==> src/rtl/traffic_pkg.sv <==
// Phase encoding and per-phase rules shared by the traffic light controller and its monitor.
// Pure declarations: no state, no latency, no flow control.
package traffic_pkg;

  localparam logic [1:0] PH_SYNC   = 2'd0;
  localparam logic [1:0] PH_RED    = 2'd1;
  localparam logic [1:0] PH_GREEN  = 2'd2;
  localparam logic [1:0] PH_YELLOW = 2'd3;

  function automatic logic [1:0] next_phase(input logic [1:0] ph);
    case (ph)
      PH_RED:    next_phase = PH_GREEN;
      PH_GREEN:  next_phase = PH_YELLOW;
      PH_YELLOW: next_phase = PH_RED;
      default:   next_phase = PH_SYNC;
    endcase
  endfunction

  function automatic int min_phase(input logic [1:0] ph, input int red_min,
                                   input int green_min, input int yellow_min);
    case (ph)
      PH_RED:    min_phase = red_min;
      PH_GREEN:  min_phase = green_min;
      PH_YELLOW: min_phase = yellow_min;
      default:   min_phase = 0;
    endcase
  endfunction

  // Any encoding other than exactly one lamp on maps to PH_SYNC, which doubles as "illegal".
  function automatic logic [1:0] lamp_phase(input logic red, input logic yellow, input logic green);
    case ({red, yellow, green})
      3'b100:  lamp_phase = PH_RED;
      3'b001:  lamp_phase = PH_GREEN;
      3'b010:  lamp_phase = PH_YELLOW;
      default: lamp_phase = PH_SYNC;
    endcase
  endfunction

endpackage

==> src/rtl/tlm_phase_timer.sv <==
// Saturating phase duration counter (clear / load-1 / increment); optional MAX_PHASE comparator
// under TRAFFIC_LIGHT_MONITOR_TIMEOUT_EN. One-cycle registered count, no backpressure.
module tlm_phase_timer #(
  parameter int CNT_W     = 8,
  parameter int MAX_PHASE = 64
) (
  input  logic             clk,
  input  logic             reset,
  input  logic             clear,
  input  logic             load1,
  input  logic             inc,
  output logic [CNT_W-1:0] cnt
`ifdef TRAFFIC_LIGHT_MONITOR_TIMEOUT_EN
  ,
  output logic             at_max
`endif
);

  always_ff @(posedge clk) begin
    if (reset) begin
      cnt <= '0;
    end else if (clear) begin
      cnt <= '0;
    end else if (load1) begin
      cnt <= CNT_W'(1);
    end else if (inc && (cnt != '1)) begin
      cnt <= cnt + CNT_W'(1);
    end
  end

`ifdef TRAFFIC_LIGHT_MONITOR_TIMEOUT_EN
  // MAX_PHASE stays below the saturation value, so equality is reached once per phase occurrence.
  assign at_max = (cnt == CNT_W'(MAX_PHASE));
`else
  logic unused_max_phase;
  assign unused_max_phase = ^MAX_PHASE;
`endif

endmodule

==> src/rtl/traffic_light_monitor.sv <==
// Passive lamp-sequence checker: encoding, order, min/max phase duration; timeout via TRAFFIC_LIGHT_MONITOR_TIMEOUT_EN.
// All outputs registered at the edge that captures the sample; never backpressures the controller.
module traffic_light_monitor
  import traffic_pkg::*;
#(
  parameter int CNT_W      = 8,
  parameter int RED_MIN    = 4,
  parameter int GREEN_MIN  = 4,
  parameter int YELLOW_MIN = 2,
  parameter int MAX_PHASE  = 64
) (
  input  logic             clk,
  input  logic             reset,
  input  logic             red,
  input  logic             yellow,
  input  logic             green,
  output logic [1:0]       phase,
  output logic [CNT_W-1:0] phase_cnt,
  output logic [CNT_W-1:0] cycle_cnt,
  output logic             err_illegal,
  output logic             err_order,
  output logic             err_short,
  output logic             err_timeout,
  output logic             err_any,
  output logic             err_pulse
);

  logic [1:0] samp;
  logic [1:0] phase_nxt;
  logic       partial;
  logic       partial_nxt;
  logic       ev_illegal;
  logic       ev_order;
  logic       ev_short;
  logic       ev_timeout;
  logic       ev_any;
  logic       cyc_inc;
  logic       t_clear;
  logic       t_load1;
  logic       t_inc;
`ifdef TRAFFIC_LIGHT_MONITOR_TIMEOUT_EN
  logic       at_max;
`endif

  tlm_phase_timer #(
    .CNT_W     (CNT_W),
    .MAX_PHASE (MAX_PHASE)
  ) u_timer (
    .clk    (clk),
    .reset  (reset),
    .clear  (t_clear),
    .load1  (t_load1),
    .inc    (t_inc),
    .cnt    (phase_cnt)
`ifdef TRAFFIC_LIGHT_MONITOR_TIMEOUT_EN
    ,
    .at_max (at_max)
`endif
  );

  always_comb begin
    samp        = lamp_phase(red, yellow, green);
    phase_nxt   = phase;
    partial_nxt = partial;
    ev_illegal  = 1'b0;
    ev_order    = 1'b0;
    ev_short    = 1'b0;
    ev_timeout  = 1'b0;
    cyc_inc     = 1'b0;
    t_clear     = 1'b0;
    t_load1     = 1'b0;
    t_inc       = 1'b0;
    if (samp == PH_SYNC) begin
      // Illegal samples while hunting for sync are expected and not reported.
      if (phase != PH_SYNC) begin
        ev_illegal = 1'b1;
        phase_nxt  = PH_SYNC;
        t_clear    = 1'b1;
      end
    end else if (phase == PH_SYNC) begin
      phase_nxt   = samp;
      partial_nxt = 1'b1;
      t_load1     = 1'b1;
    end else if (samp == phase) begin
      t_inc = 1'b1;
`ifdef TRAFFIC_LIGHT_MONITOR_TIMEOUT_EN
      ev_timeout = at_max;
`endif
    end else begin
      ev_short    = !partial &&
                    (32'(phase_cnt) < 32'(min_phase(phase, RED_MIN, GREEN_MIN, YELLOW_MIN)));
      ev_order    = (samp != next_phase(phase));
      cyc_inc     = (phase == PH_YELLOW) && (samp == PH_RED);
      phase_nxt   = samp;
      partial_nxt = 1'b0;
      t_load1     = 1'b1;
    end
    ev_any = ev_illegal | ev_order | ev_short | ev_timeout;
  end

  always_ff @(posedge clk) begin
    if (reset) begin
      phase       <= PH_SYNC;
      partial     <= 1'b0;
      cycle_cnt   <= '0;
      err_illegal <= 1'b0;
      err_order   <= 1'b0;
      err_short   <= 1'b0;
      err_any     <= 1'b0;
      err_pulse   <= 1'b0;
    end else begin
      phase       <= phase_nxt;
      partial     <= partial_nxt;
      cycle_cnt   <= cycle_cnt + CNT_W'(cyc_inc);
      err_illegal <= err_illegal | ev_illegal;
      err_order   <= err_order | ev_order;
      err_short   <= err_short | ev_short;
      err_any     <= err_any | ev_any;
      err_pulse   <= ev_any;
    end
  end

`ifdef TRAFFIC_LIGHT_MONITOR_TIMEOUT_EN
  always_ff @(posedge clk) begin
    if (reset) begin
      err_timeout <= 1'b0;
    end else begin
      err_timeout <= err_timeout | ev_timeout;
    end
  end
`else
  assign err_timeout = 1'b0;
`endif

endmodule
==> config.mk <==
export PLATFORM = sky130hd
export DESIGN_NAME = traffic_light_monitor
export DESIGN_NICKNAME = d
export VERILOG_FILES = /design/src/rtl/traffic_pkg.sv /design/src/rtl/tlm_phase_timer.sv /design/src/rtl/traffic_light_monitor.sv
export SDC_FILE = /design/constraint.sdc
export NUM_CORES = 1
export LEC_CHECK = 0
export BUFFER_PORTS_ARGS = -buffer_cell sky130_fd_sc_hd__buf_4
export CAP_MARGIN = 40
export CORE_UTILIZATION = 40
export CTS_CLUSTER_DIAMETER = 80
export DETAILED_ROUTE_END_ITERATION = 7
export PLACE_DENSITY_LB_ADDON = 0.25
export SETUP_SLACK_MARGIN = 0.15
export SKIP_LAST_GASP = 1
export SLEW_MARGIN = 20
export SYNTH_ARGS = -nofsm -noshare
export SYNTH_HDL_FRONTEND = slang
export SYNTH_SLANG_ARGS = --single-unit
==> constraint.sdc <==
create_clock -name clk -period 2.5 [get_ports clk]
set_input_delay 0.125 -clock clk [delete_from_list [all_inputs] [get_ports clk]]
set_output_delay 0.125 -clock clk [all_outputs]
set_load 0.005 [all_outputs]
==> Word-level counts from Yosys, hierarchy flattened <==
Cells that the tools add are included.
{ "totals": {"wordCells": 80, "regBits": 24, "out_inout_bits": 24} }
{ "classes": {"reduce_logical": 13, "n_lt_le_gt_ge": 1, "n_mux": 34, "bitwise_logic": 7, "n_eq_ne": 13, "add_sub_neg": 2} }
{ "op_table": {"columns": ["cell", "n"], "rows": [
  ["2-to-1 mux 32 bit", 3],
  ["< comparator 8 x 32 -> 1 bit", 1],
  ["2-to-1 mux 1 bit", 21],
  ["2-to-1 mux 2 bit", 7],
  ["one-hot mux 2 bit (3 select lines)", 2],
  ["adder 8 x 1 -> 8 bit", 1],
  ["adder 8 x 1 -> 8 bit (second input constant)", 1],
  ["inequality test 8 bit (second input constant)", 1],
  ["OR 1 bit", 6],
  ["one-hot mux 3 bit (2 select lines)", 1],
  ["equality test 2 x 1 -> 1 bit (second input constant)", 2],
  ["equality test 2 bit (second input constant)", 2],
  ["zero test 2 bit", 2],
  ["AND reduction 2 bit", 2],
  ["nonzero test 2 bit", 2],
  ["OR reduction 2 bit", 2],
  ["equality test 3 x 1 -> 1 bit (second input constant)", 1],
  ["equality test 3 x 2 -> 1 bit (second input constant)", 1],
  ["equality test 3 bit (second input constant)", 1],
  ["logical AND 1 bit", 3],
  ["inequality test 3 bit (second input constant)", 1],
  ["OR reduction 3 bit", 1],
  ["equality test 2 bit", 1],
  ["inequality test 2 x 1 -> 1 bit (second input constant)", 1],
  ["other kinds (4)", 4]
]} }

==> Logic depth before layout (Yosys ltp) <==
Gate-level depths: netlist of run 1.
{ "depth": {"depth_word": 13, "mapped_depth": 11, "depth_no_buf": 10} }

==> Cells and area by module <==
Synthesis of run 1 repeated with hierarchy kept, for this count alone.
{ "unflattened": {"hier_cells": 165, "hier_area_um2": 1407.6} }
{ "modules_own_cells": {"columns": ["module", "cells_per_inst", "instances", "area_each_um2"], "rows": [
  ["traffic_light_monitor", 115, 1, 983.4],
  ["tlm_phase_timer", 50, 1, 424.2]
]} }

==> Worst setup path before layout of run 1 <==
Ideal clock, no wire load.
{ "synth_timing": {"path_type": "flip-flop to flip-flop", "from": "reg phase[0]", "to": "reg u_timer.cnt[3]", "t_required_ns": 2.430, "setup_time_ns": 0.070, "path_slack_ns": 0.015, "arrival_ns": 2.415, "path_stages_with_launch": 9, "period_less_slack_ns": 2.485, "cell_sequence": "dfxtp_1 clkbuf_1 inv_1 ha_1 clkbuf_1 or3_4 or4b_1 or3_1 a21oi_1"} }
{ "synth_via": {"elab_chain_cells": 5, "elab_cells_between_ends": 13, "cone_classes": "eq/ne (1); mux (8); reduce/logical (4)"} }
{ "synth_lines": {"columns": ["item", "line_no", "rtl"], "rows": [
  ["start, declared", "traffic_light_monitor.sv:17", "output logic [1:0] phase,"],
  ["start signal, assigned", "traffic_light_monitor.sv:112", "phase <= phase_nxt;"],
  ["equality test 2 bit", "traffic_light_monitor.sv:84", "end else if (samp == phase) begin"],
  ["2-to-1 mux 1 bit", "traffic_light_monitor.sv:84", null],
  ["2-to-1 mux 1 bit", "traffic_light_monitor.sv:80", "end else if (phase == PH_SYNC) begin"],
  ["2-to-1 mux 1 bit", "traffic_light_monitor.sv:73", "if (samp == PH_SYNC) begin"],
  ["OR reduction 3 bit (no line) / logical AND 1 bit (equally long branches)", null, null],
  ["end signal, assigned", "tlm_phase_timer.sv:27", "cnt <= cnt + CNT_W'(1);"],
  ["end, declared", "tlm_phase_timer.sv:12", "output logic [CNT_W-1:0] cnt"]
]} }
Parallel ways exist; a longest one is shown, timed or not.
A chain may end at the register's enable or synchronous reset.

==> Final worst setup path of run 1 <==
Same ends and word-level chain as after synthesis.

==> results of run 1 <==
logic make-up (layout without fill, tap and decap cells):
logic type,count (synthesis),in the layout,synth area share (%)
AOI/OAI and AO/OA,41,41,19.7
xor gates and xnor gates,8,8,5.00
adders and majority gates,8,8,7.05
buffers and inverters,18,43,5.27
DFF,24,24,34.3
other,1,1,0.268
and+or+nand+nor,71,71,28.4
metrics by stage:
step	instances	area, um^2	hold WS [ps]	setup WS, ps
floorplan	171	1410	409	160
global placement	239	1660	425	219
detailed placement	239	1660	439	177
CTS	242	1680	104	167
global route	242	1700	95.2	178
finish	242	1700	109	319
critical path: cells and delay by family (launching register included):
family,cells,cell delay (ps)
adders and majority gates,1,230
buffers and inverters,1,100
DFF,1,390
and+or+nand+nor,3,1250
AOI/OAI and AO/OA,1,150
metal layers:
metal  vias up  routed length [um]  global-route usage [%]
met2        35                1590                    30.7
met5         -                   0                       0
li1        684                   -                       -
met1       648                1550                    24.9
met4         0                  31                    4.87
met3         4                 128                    4.62
registers in the layout, indices dropped and copies added (netlist names):
name,count
cycle_cnt,8
u_timer.cnt,8
phase,2
err_any,1
err_illegal,1
err_order,1
err_pulse,1
err_short,1
partial,1
power by group through the flow:
stage,Sequential (W),Clock (W),Combinational (W)
3_5_place_dp,0.000420,0,0.000186
5_1_grt,0.000414,0.000183,0.000218
6_report,0.000412,0.000161,0.000196
3_3_place_gp,0.000419,0,0.000181
4_1_cts,0.000411,0.000169,0.000188
2_1_floorplan,0.000416,0,0.000128
layout by cell type, fill, tap and decap left out, drive strengths merged, types with 5 or more instances in the layout:
cell type / instances
o31ai: 5
or4: 5
inv: 8
o21ai: 5
nand2: 7
dfxtp: 24
nor2: 19
ha: 7
nand3: 7
a21oi: 11
buf: 32
nor2b: 5
layout make-up:
type | count | area, um^2
well taps | 46 | 57.6
fillers | 343 | 1640
clock buffers | 3 | 22.5
repair buffers | 32 | 240
multi-input cells | 129 | 866
flip-flops and latches | 24 | 483
inverters | 8 | 30.0
cell usage after synthesis (all sizes together) (2+ instances only):
cell type and number:
xor2 4, or3 4, nand3 7, nor2b 5, or4 5, ha 7
o211ai 2, o21ai 5, a22oi 2, a211oi 4, and3 2, xnor2 4
nor2 19, o31ai 5, a21oi 11, nand2b 2, and2 2, nand4 3
nand2 7, buf 3, o41ai 2, clkbuf 7, inv 8, nor4b 2
nor4 2, dfxtp 24, nor3 4
how the worst min path moves through the flow:
stage / end / depth (start not counted) / slack [ps] / startpoint
2_1_floorplan: err_pulse / 0 / 410 / err_pulse
3_3_place_gp: phase[0] / 2 / 430 / green
3_5_place_dp: phase[1] / 2 / 440 / red
4_1_cts: phase[1] / 2 / 100 / red
5_1_grt: phase[0] / 2 / 100 / green
6_report: phase[0] / 2 / 110 / green
==> summary by stage, run 1 <==
Synthesis
The synthesized instance count is between 150 and 200. The distinct cell type count after synthesis is 48. After synthesis, the cell types taking the most area are dfxtp_1 34%, ha_1 6.3%, nor2_1 5.1%.

The synthesized netlist net count is about 180. In the synthesized netlist the async set-or-reset flop fraction comes to 0%. The largest total area in the synthesized netlist belongs to dfxtp_1. The mapped cell area is approximately 0.0014 mm^2.

The number of flops mapped to enable cells by yosys is 0. The number of warnings printed during yosys synthesis is 0. The top cell type by area accounts for roughly a third of the synthesized area.

For this run, the register share of the synthesized area comes to between 30% and 40%. The average instance in the mapped netlist occupies a little over 8 um^2. The most used flip-flop cell after synthesis is dfxtp_1. Synthesis inferred 24 register bits.

Global routing
The number of global-route vias before repair was approximately 1.2k. The total grt overflow is 0. The number of antenna violations at the first check in global routing is 0.

Global routing consumed, over all layers together, around a fifth of the routing resources. The first global-routing pass estimated between 5000 and 6000 um of wire. Entering global routing, the biggest net connects 20 pins.

Critical path
Along the worst path, the maximum fanout reaches 6. In this run the critical register-to-register path is captured at u_timer.cnt[3]. The delay of the slowest cell on the worst path is 530 ps. The worst reg-to-reg path cell count is 6.

In this run the worst setup path begins at phase[0]. The destination of the critical timing path is u_timer.cnt[3]. The register-to-register setup slack is 320 ps. STA classifies the critical path endpoint as a flop. The slowest stage of the critical path belongs to the cell or4b_1. STA classifies the critical path startpoint as a flop. By startpoint and endpoint, the worst setup path is classified as flop to flop. The data arrival time at the worst-slack endpoint is around 2400 ps. Walking the worst path, the cells encountered are inv_1 > ha_1 > or3_4 > or4b_1 > or3_1 > a21oi_1.

Data on the critical path is required at its endpoint by between 2000 and 3000 ps. The startpoint identified for the worst register-to-register timing path is phase[0].

Clocking
Counting the buffers created by CTS gives 3. The clock input transition at the sequential cells of the worst setup and hold paths is 120 ps. The maximum clock insertion buffer count is 2. The cell chosen for the clock root is clkbuf_4. TritonCTS built the clock tree.

The number of H-tree levels is 1. For the worst-skew pair, the clock arrives at the later sink with an insertion delay of ~300 ps. The number of instances resized during post-cts repair is 0.

The clock net in this run drives a total of 24 sinks. Post-CTS timing repair inserted 0 buffers for setup. Buffers inserted to repair hold after CTS numbered 0.

STA
The post-layout minimum cycle time is 2180 ps. The total negative slack for setup checks is 0 ps. The number of endpoints with negative hold slack in the final report is 0. The number of max-slew violations in the final report came to 0. The final critical path takes up 87.3% of the cycle. Setup repair after global routing left no endpoint under its margin. The achievable frequency is 458 MHz. For the final database, setup skew stands at 5.13 ps. Setup violations remaining at the end of the flow were counted as 0.

Floorplan
For this configuration, the core starts out at a cell density of 42.0%. The floorplan has 21 rows. In this run the vertical extent of the chip is 61.2 um. 29 I/O pins were placed. The floorplan step set the die width to ~60 um.

The core area is roughly 0.0033 mm^2. The floorplan step defined a die boundary enclosing around 0.0037 mm^2.

Power and ir drop
The worst-case IR drop observed on VDD is 0.244 mV. The internal power of the cells is approximately 0.00054 W. Total power for the finished layout comes to between 0.0007 and 0.0008 W.

The reported leakage power is about 0.67 nW. The clock network power share is 21.0%. Net switching is between 30% and 40% of the power. The relative contribution of sequential cells to total power is between 50% and 60%. The combinational power share is 25.5%. The total power per unit cell area is ~450 mW/mm^2. The net switching power figure is 0.000232 W.

Route
The ratio of routed vias to standard cells is about 5.7. The final layout contains routed wiring with a total length of 3300 um. In the final routed layout, each cell accounts on average for 13.7 um. The length of the first detailed-routing pass in iterations is 4. The detailed router finished its first iteration with 94 violations.

The count of nets left with antenna violations after detail routing is 0. After detailed routing, the number of remaining DRC violations is 0. Summing over every cut layer, the via total after detailed routing is 1,371.

Flow run
The total of max-cap violations is 0.

Final layout
The utilization after layout is 50.9%. The net count of the finished layout is between 200 and 250. Compared with the post-synthesis result, the final layout area differs by 21.3%. The share of final-layout standard cells stronger than drive strength 1 is between 20 and 25%. The antenna diode count is 0.

Outcome
The run finished with clean final reports.

Place
Input and output buffers added on the ports amount to 27. The HPWL reported at the end of detailed placement is ~2400 um. At the end of routability-driven placement, the weighted congestion stood at between 0.8 and 0.9.

Hold path
The type of the worst min-delay path is input port to flop.
Power figures use the tool's default switching activity.
==> run 2: changes to the inputs <==
--- a/config.mk
+++ b/config.mk
@@ -11,6 +11,7 @@
 export CTS_CLUSTER_DIAMETER = 80
 export DETAILED_ROUTE_END_ITERATION = 7
 export PLACE_DENSITY_LB_ADDON = 0.25
+export RECOVER_POWER = 50
 export SETUP_SLACK_MARGIN = 0.15
 export SKIP_LAST_GASP = 1
 export SLEW_MARGIN = 20
==> constraint.sdc (replaced) <==
create_clock -name clk -period 2.5 [get_ports clk]
set_input_delay 0.125 -clock clk [delete_from_list [all_inputs] [get_ports clk]]
set_output_delay 0.125 -clock clk [all_outputs]
set_load 0.02 [all_outputs]
==> run 2 against run 1 <==
Global-route usage decreased by 0.91 points. Sequential power about the same. Sequential share of layout area increased by 1.5 points. Routed wire length increased by 0.15%. Critical path depth unchanged. Clock skew decreased by 2.8 ps. Utilization decreased by 2.2 points. First-iteration DRC count decreased by 37%. Final cell count decreased by 0.83%. Clock power increased by 76%. Critical endpoint unchanged. Largest cell class unchanged.
==> summary by stage, run 2 (same netlist as run 1, synthesis figures left out) <==
Outcome
The flow ran to the end, and the final reports show no timing, DRC or antenna violations.

Clocking
For the worst-skew pair, the clock arrives at the later sink with an insertion delay of 320 ps. The number of buffers added for setup after CTS is 0. The clock input transition at the sequential cells of the worst setup and hold paths is 140 ps. TritonCTS built the clock tree. The cell chosen for the clock root is clkbuf_4. Clock tree synthesis found a total of 24 sinks. CTS built an H-tree with a depth of 1. Counting the buffers created by CTS gives 3. The maximum clock insertion buffer count is 2.

Critical path
The number of buffer and inverter instances along the worst setup path is 1. The worst setup path is captured at a flop. The kind of launch point of the worst setup path is a flop.

The peak fanout along the critical path is 14. The data arrival time at the worst-slack endpoint is between 2000 and 2500 ps. At the worst endpoint, the required time is roughly 2800 ps. The slowest stage of the critical path is the or4b_1 cell. The category of the most critical setup path is flop to flop. In this design, the largest share of critical-path delay is due to simple AND/OR/NAND/NOR gates. The delay of the slowest cell on the worst path is between 500 and 600 ps.

Walking the worst path, the cells encountered are inv_1 > ha_1 > or3_4 > or4b_1 > or3_1 > a21oi_1.

Final layout
The number of fillers in the final layout is approximately 360. The multi-input combinational cells in the finished layout cover a total of roughly 860 um^2. The largest registers in the layout are cycle_cnt: 8 flops, u_timer.cnt: 8 flops, phase: 2 flops.

The library cell used most frequently in the layout, excluding fill and tap cells, is dfxtp_1. The area growth from synthesis to layout is 15.9%. The number of antenna diodes in the final layout is 0.

The register area is just under 500 um^2. The share of final-layout standard cells stronger than drive strength 1 is between 10 and 15%. In the layout the commonest cells are 22 x dfxtp_1, 21 x clkbuf_1, 19 x nor2_1. The final-stage net count is between 200 and 250.

The area of all placed cells without fillers is between 0.0015 and 0.002 mm^2.

Place
The HPWL reported at the end of detailed placement is between 2000 and 2500 um. The number of input and output port buffers inserted is 27. Prior to clock tree synthesis, the placed netlist has a worst setup slack of around 180 ps. In this run the cell area measured after placement is about 0.0016 mm^2. The weighted congestion reported at the end of routability-driven placement is approximately 0.88.

Floorplan
The core area is 0.00334 mm^2. In this run the horizontal extent of the chip is between 60 and 70 um. The number of ports placed on the die boundary is 29. The floorplan step defined a die boundary enclosing 0.00374 mm^2.

For this configuration, the core starts out at a cell density of between 40% and 50%. The vertical extent of the die is between 60 and 70 um. The floorplan has 21 rows.

Power and ir drop
The total power per unit cell area is around 550 mW/mm^2. Across the VDD grid, the largest voltage drop is around 0.32 mV. The reported leakage power is roughly 0.58 nW.

Route
The count of nets left with antenna violations after detail routing is 0. The length of the first detailed-routing pass in iterations is 4. The detail-routed net length per standard cell is between 10 and 15 um. The first routing iteration left 59 violations.

For this run, design rule violations remaining after detail routing come to 0. In the routed layout, each cell is associated on average with a via count of roughly 5.7. The number of vias in the routed layout is about 1.4k.

The routed wire length is around 3300 um.

Global routing
The first global-routing pass estimated 5040 um of wire. Across every metal layer, demand over resource in global routing totals between 10% and 20%. The number of antenna violations at the first check in global routing came to 0. The number of global-route vias before repair came to ~1.2k. The pin count of the biggest net entering global routing is 20. After global routing the overflow that remains totals 0.

STA
Setup repair after global routing left no endpoint under its margin. Subtracting the final worst setup slack from the clock period gives around 2200 ps. The final critical-path share of the clock period is between 80% and 90%. The worst pin sits at a relative slew slack of between 60% and 70%. The number of endpoints with negative hold slack in the final report is 0. The number of max-slew violations in the final report is 0. The worst-case setup margin in the final layout is 288 ps.

The setup violation total in the final timing report is 0. After routing, the total negative slack on setup checks comes to 0 ps. The worst hold slack after final layout is ~74 ps. For the pin with the worst max-slew slack, the measured transition is 544 ps. For this run, the top clock speed supported by timing is ~450 MHz. The final setup skew is ~2.4 ps.

Hold path
The type of the worst min-delay path is input port to flop.

Flow run
The tool flagged a number of max-cap violations equal to 0.
## run 2: cell count changes in the layout (fill, tap and decap cells not counted)
cell | before | now
a2111oi_2 | 1 | 0
dfxtp_4 | 0 | 1
dfxtp_2 | 2 | 1
buf_4 | 32 | 8
bufinv_16 | 0 | 1
clkbuf_1 | 0 | 21
a2111oi_0 | 0 | 1
## run 2: through the flow
stage	util, %	power (W)	instances
2_1_floorplan	-	0.000563	171
3_3_place_gp	49.1	0.000608	236
3_5_place_dp	49.1	0.000615	236
4_1_cts	50.7	0.000904	240
5_1_grt	48.7	0.000934	240
6_report	48.7	0.000887	240
## run 2: path summary, 6_finish.rpt
| kind | depth (start not counted) | from | slack, ps | to |
|---|---|---|---|---|
| worst min-delay path | 2 | green | 70 | phase[0] |
| worst min register to register | 2 | err_illegal | 490 | err_illegal |
| worst max register to register | 6 | phase[1] | 290 | u_timer.cnt[3] |
| worst max-delay path | 6 | phase[1] | 290 | u_timer.cnt[3] |
## run 2: report_power, final
part	leakage, nW	total [W]	switching, W	internal, W
Sequential	0.196	0.000415	0.0000176	0.000397
Combinational	0.356	0.000188	0.000119	0.0000689
Clock	0.0279	0.000284	0.000122	0.000162
## run 2: repair_timing
item | 4_1_cts | 5_1_grt
hold buffers | 0 | 0
setup endpoints to repair | 0 | 6
resized for setup | 0 | 2
## run 2: worst reg2reg max path: cells and delay by family (launching register included)
kind | cells | cell delay (ps)
AO/OA/AOI/OAI | 1 | 130
AND/OR/NAND/NOR | 3 | 1250
flip-flops | 1 | 480
adder cells (fa/ha/maj) | 1 | 210
buffers and inverters | 1 | 70
## run 2: final cells by class
class	instances	area share, %
multi-input combinational	129	52.9
sequential	24	29.9
timing repair buffer	29	8.55
tap	46	3.54
clock inverter	1	1.85
inverter	8	1.85
clock buffer	3	1.39
## run 2: layer usage
layer / GRT usage [%] / share of wire [%]
met3: 5.04 / 4.7
met5: 0 / 0
met1: 20.4 / 45
met2: 32.5 / 50
met4: 5.52 / 0.85
==> run 3: changes to the inputs <==
--- a/config.mk
+++ b/config.mk
@@ -7,7 +7,7 @@
 export LEC_CHECK = 0
 export BUFFER_PORTS_ARGS = -buffer_cell sky130_fd_sc_hd__buf_4
 export CAP_MARGIN = 40
-export CORE_UTILIZATION = 40
+export CORE_UTILIZATION = 48
 export CTS_CLUSTER_DIAMETER = 80
 export DETAILED_ROUTE_END_ITERATION = 7
 export PLACE_DENSITY_LB_ADDON = 0.25
@@ -17,4 +17,5 @@
 export SLEW_MARGIN = 20
 export SYNTH_ARGS = -nofsm -noshare
 export SYNTH_HDL_FRONTEND = slang
+export SYNTH_HIERARCHICAL = 1
 export SYNTH_SLANG_ARGS = --single-unit
==> run 3 against run 2 <==
Die area fell by 16%. Via count is 6.9% lower. Setup slack gained 9.6 ps. Critical path depth up 1. Highest routed layer unchanged. Worst hold slack gained 26 ps. Register-to-register slack barely moved. Largest cell class unchanged.
==> summary by stage, run 3 <==
Global routing
The number of antenna violations at the first check in global routing is 0. The number of global-route vias before repair is 1,076. Entering global routing, the biggest net connects 21 pins.

The first global-routing pass estimated a little under 5000 um of wire. The total grt overflow is 0. Across every metal layer, demand over resource in global routing totals between 10% and 20%.

Critical path
The kind of launch point of the worst setup path is a flop. The worst setup path is captured at a flop. By instance count, the cell type seen most on the critical path is inv_1. In this design, the stage delay of the slowest critical-path cell is around 560 ps. Tracing the worst setup path back leads to its startpoint at phase[0].

The slowest library cell on the worst path is nor3_1. The startpoint identified for the worst register-to-register timing path is phase[0]. At the worst endpoint, the required time is about 2700 ps. The data arrival time at the worst-slack endpoint is approximately 2400 ps. Walking the worst path, the cells encountered are inv_1 > ha_1 > inv_1 > o21a_1 > nor3_1 > o311ai_0 > o41ai_1.

The peak fanout along the critical path is 10. The category of the most critical setup path is flop to flop. The worst register-to-register path has a depth of 7.

Route
The routed wire length is 3020 um. In the routed design, unresolved DRC markers number 0. The number of vias in the routed layout is ~1.3k. Dividing the detail-routed wire length by the instance count gives 13.8 um.

After detailed routing, the number of vias per cell comes to between 5 and 6. The first routing iteration left 45 violations. The count of nets left with antenna violations after detail routing is 0. The length of the first detailed-routing pass in iterations is 4.

Floorplan
The area of the die is around 0.0032 mm^2. The row count is 19. The starting utilization of the core area is 51.0%. The vertical extent of the die is about 56 um. 29 I/O pins were placed.

The region available for standard cell placement spans between 0.002 and 0.003 mm^2. In this run the horizontal extent of the chip is 56.2 um.

Synthesis
The commonest cells after synthesis are 24 x dfxtp_1, 13 x nor2_1, 12 x a21oi_1, 12 x nor3_1, 11 x nand2_1. The cell with the most instances after synthesis is dfxtp_1. The biggest area contributor in the post-synthesis netlist is dfxtp_1.

By area the synthesized netlist is led by dfxtp_1 34%, ha_1 6.2%, a21oi_1 4.3%. Counting flops with a built-in enable in the synthesized netlist gives 0. The synthesized netlist net count is 177. Summing every instance area after synthesis gives between 0.001 and 0.0015 mm^2. The primary flip-flop cell chosen by synthesis mapping is dfxtp_1. The distinct cell type count after synthesis is between 50 and 60.

The number of warnings printed during yosys synthesis is 6. The synthesized area per cell is around 8.5 um^2. Counting every instance in the synthesized netlist gives roughly 170. In this run, synthesis produced a sequential element count of 24.

The fraction of the yosys area taken by sequential cells is 34.1%. The share of the synthesized area in the top cell type is between 30% and 40%. For this run, asynchronously set or reset flops after synthesis account for 0%.

Final layout
The register area is slightly below 500 um^2. The commonest non-fill, non-tap cell in the layout is dfxtp_1. The number of fillers in the final layout is approximately 280. In the layout the commonest cells are 23 x dfxtp_1, 22 x clkbuf_1, 13 x nor2_1. The number of antenna diodes in the final layout is 0. In the final layout, the registers with the most flip-flops are cycle_cnt: 8 flops, u_timer/cnt: 8 flops, phase: 2 flops. At the end of the flow the core is filled with cells to 56.0%. From synthesis to final layout, the design area changed by 9.69%.

The post-route netlist has around 11% of its cells at a drive strength greater than 1. The final-stage net count is approximately 200. The total area of multi-input combinational cells is approximately 850 um^2.

STA
The number of max-slew violations in the final report is 0. In this run the tightest slew margin relative to its limit is approximately three fifths. The achievable frequency is between 400 and 500 MHz.

The transition time of the tightest slew-check pin is slightly above 600 ps. Hold timing on the final database bottoms out at a slack of 100 ps. The worst path in the final design needs a cycle of roughly 2200 ps, including I/O delays and setup. Setup repair after global routing left no endpoint under its margin. The number of endpoints with negative hold slack in the final report is 0. The setup violation total in the final timing report is 0. The final setup skew is between 8 and 9 ps. The total negative slack for setup checks is 0 ps. After layout, the worst path uses 88.1% of the clock period.

Clocking
The number of buffers added by the clock tree synthesis step is 3. Clock-pin slew was measured on the worst setup and hold paths at about 130 ps. The count of clock tree sinks is 24. After clock tree synthesis, the flow added hold-fix buffers numbering 0. The clock insertion delay at the later pin of the skew report is between 300 and 400 ps.

The cell chosen for the clock root is clkbuf_4. The clock passes through at most 2 buffers. TritonCTS built the clock tree. CTS built an H-tree with a depth of 1.

Hold path
The worst hold path belongs to the class input port to flop. Counting instances, the worst hold path has a depth of 2. The launch point of the worst hold path is reset.

Flow run
Max-cap violations in this run came to 0.

Power and ir drop
The analysis attributes to cell leakage a power of between 0.5 and 0.6 nW. The total power of the final layout is slightly above 0.0007 W. Across the VDD grid, the largest voltage drop is 0.266 mV.

The total power per unit cell area is between 400 and 500 mW/mm^2.

Place
The number of input and output port buffers inserted is 27. The weighted congestion reported at the end of routability-driven placement is roughly 0.80. The HPWL reported at the end of detailed placement is roughly 2200 um.

Outcome
The flow ran to the end, and the final reports show no timing, DRC or antenna violations.
-- run 3: cell types whose count changed after synthesis, sizes merged, moves of 3 or more --
cell    previous run  this run
nor3b              1         4
nand2              7        11
or4                5         2
clkbuf             7         1
nor3               4        12
o31ai              5         0
buf                3         7
a21o               0         3
nor2              19        13
-- run 3: layout make-up --
class	count	share of cell area (%)
well taps	31	2.51
flip-flops and latches	24	31.2
inverters	6	1.46
multi-input cells	127	55.1
repair buffers	28	8.27
clock buffers	3	1.46
-- run 3: power by group --
part / leakage (nW) / switching, W / internal [W]
Combinational: 0.348 / 0.0000872 / 0.0000564
Sequential: 0.195 / 0.0000129 / 0.000396
Clock: 0.0138 / 0.000112 / 0.0000563
Total: 0.557 / 0.000212 / 0.000509
-- run 3: stage by stage --
stage               worst slack (ps)  instances  area (um^2)
finish                           297        219         1540
global route                     165        219         1540
CTS                              196        219         1630
detailed placement               207        216         1600
global placement                 350        216         1600
floorplan                        362        165         1410
-- run 3: path summary, 6_finish.rpt --
check                                       to  slack, ps
worst max register to register  u_timer/cnt[6]        300
worst min-delay path                   err_any        100
worst max-delay path            u_timer/cnt[6]        300
worst min register to register         err_any        470
-- run 3: cells by family after synthesis --
group,Yosys count,synth area share (%)
fa+ha+maj,8,7.02
xor+xnor,7,4.36
other cells,1,0.266
compound gates,40,20.1
buf+inv,14,5.42
simple gates,69,27.3
mux,2,1.42
flops,24,34.1
-- run 3: timing repair --
| action | CTS | global route |
|---|---|---|
| buffers inserted | 0 | 0 |
| gates resized for setup | 0 | 1 |
| setup endpoints to repair | 0 | 5 |
-- run 3: layer usage --
metal,up-vias,part of all wire (%),track usage [%]
met4,0,0.66,5.23
met5,-,0,0
met3,2,3.0,2.79
met1,591,50,26.6
met2,24,47,31.0
li1,645,-,-
-- run 3: critical path, delay by kind of cell (launching register included) --
| kind | cells | cell delay (ps) |
|---|---|---|
| buffers and inverters | 2 | 270 |
| adders and majority gates | 1 | 330 |
| AOI/OAI and AO/OA | 3 | 560 |
| DFF | 1 | 390 |
| and+or+nand+nor | 1 | 560 |
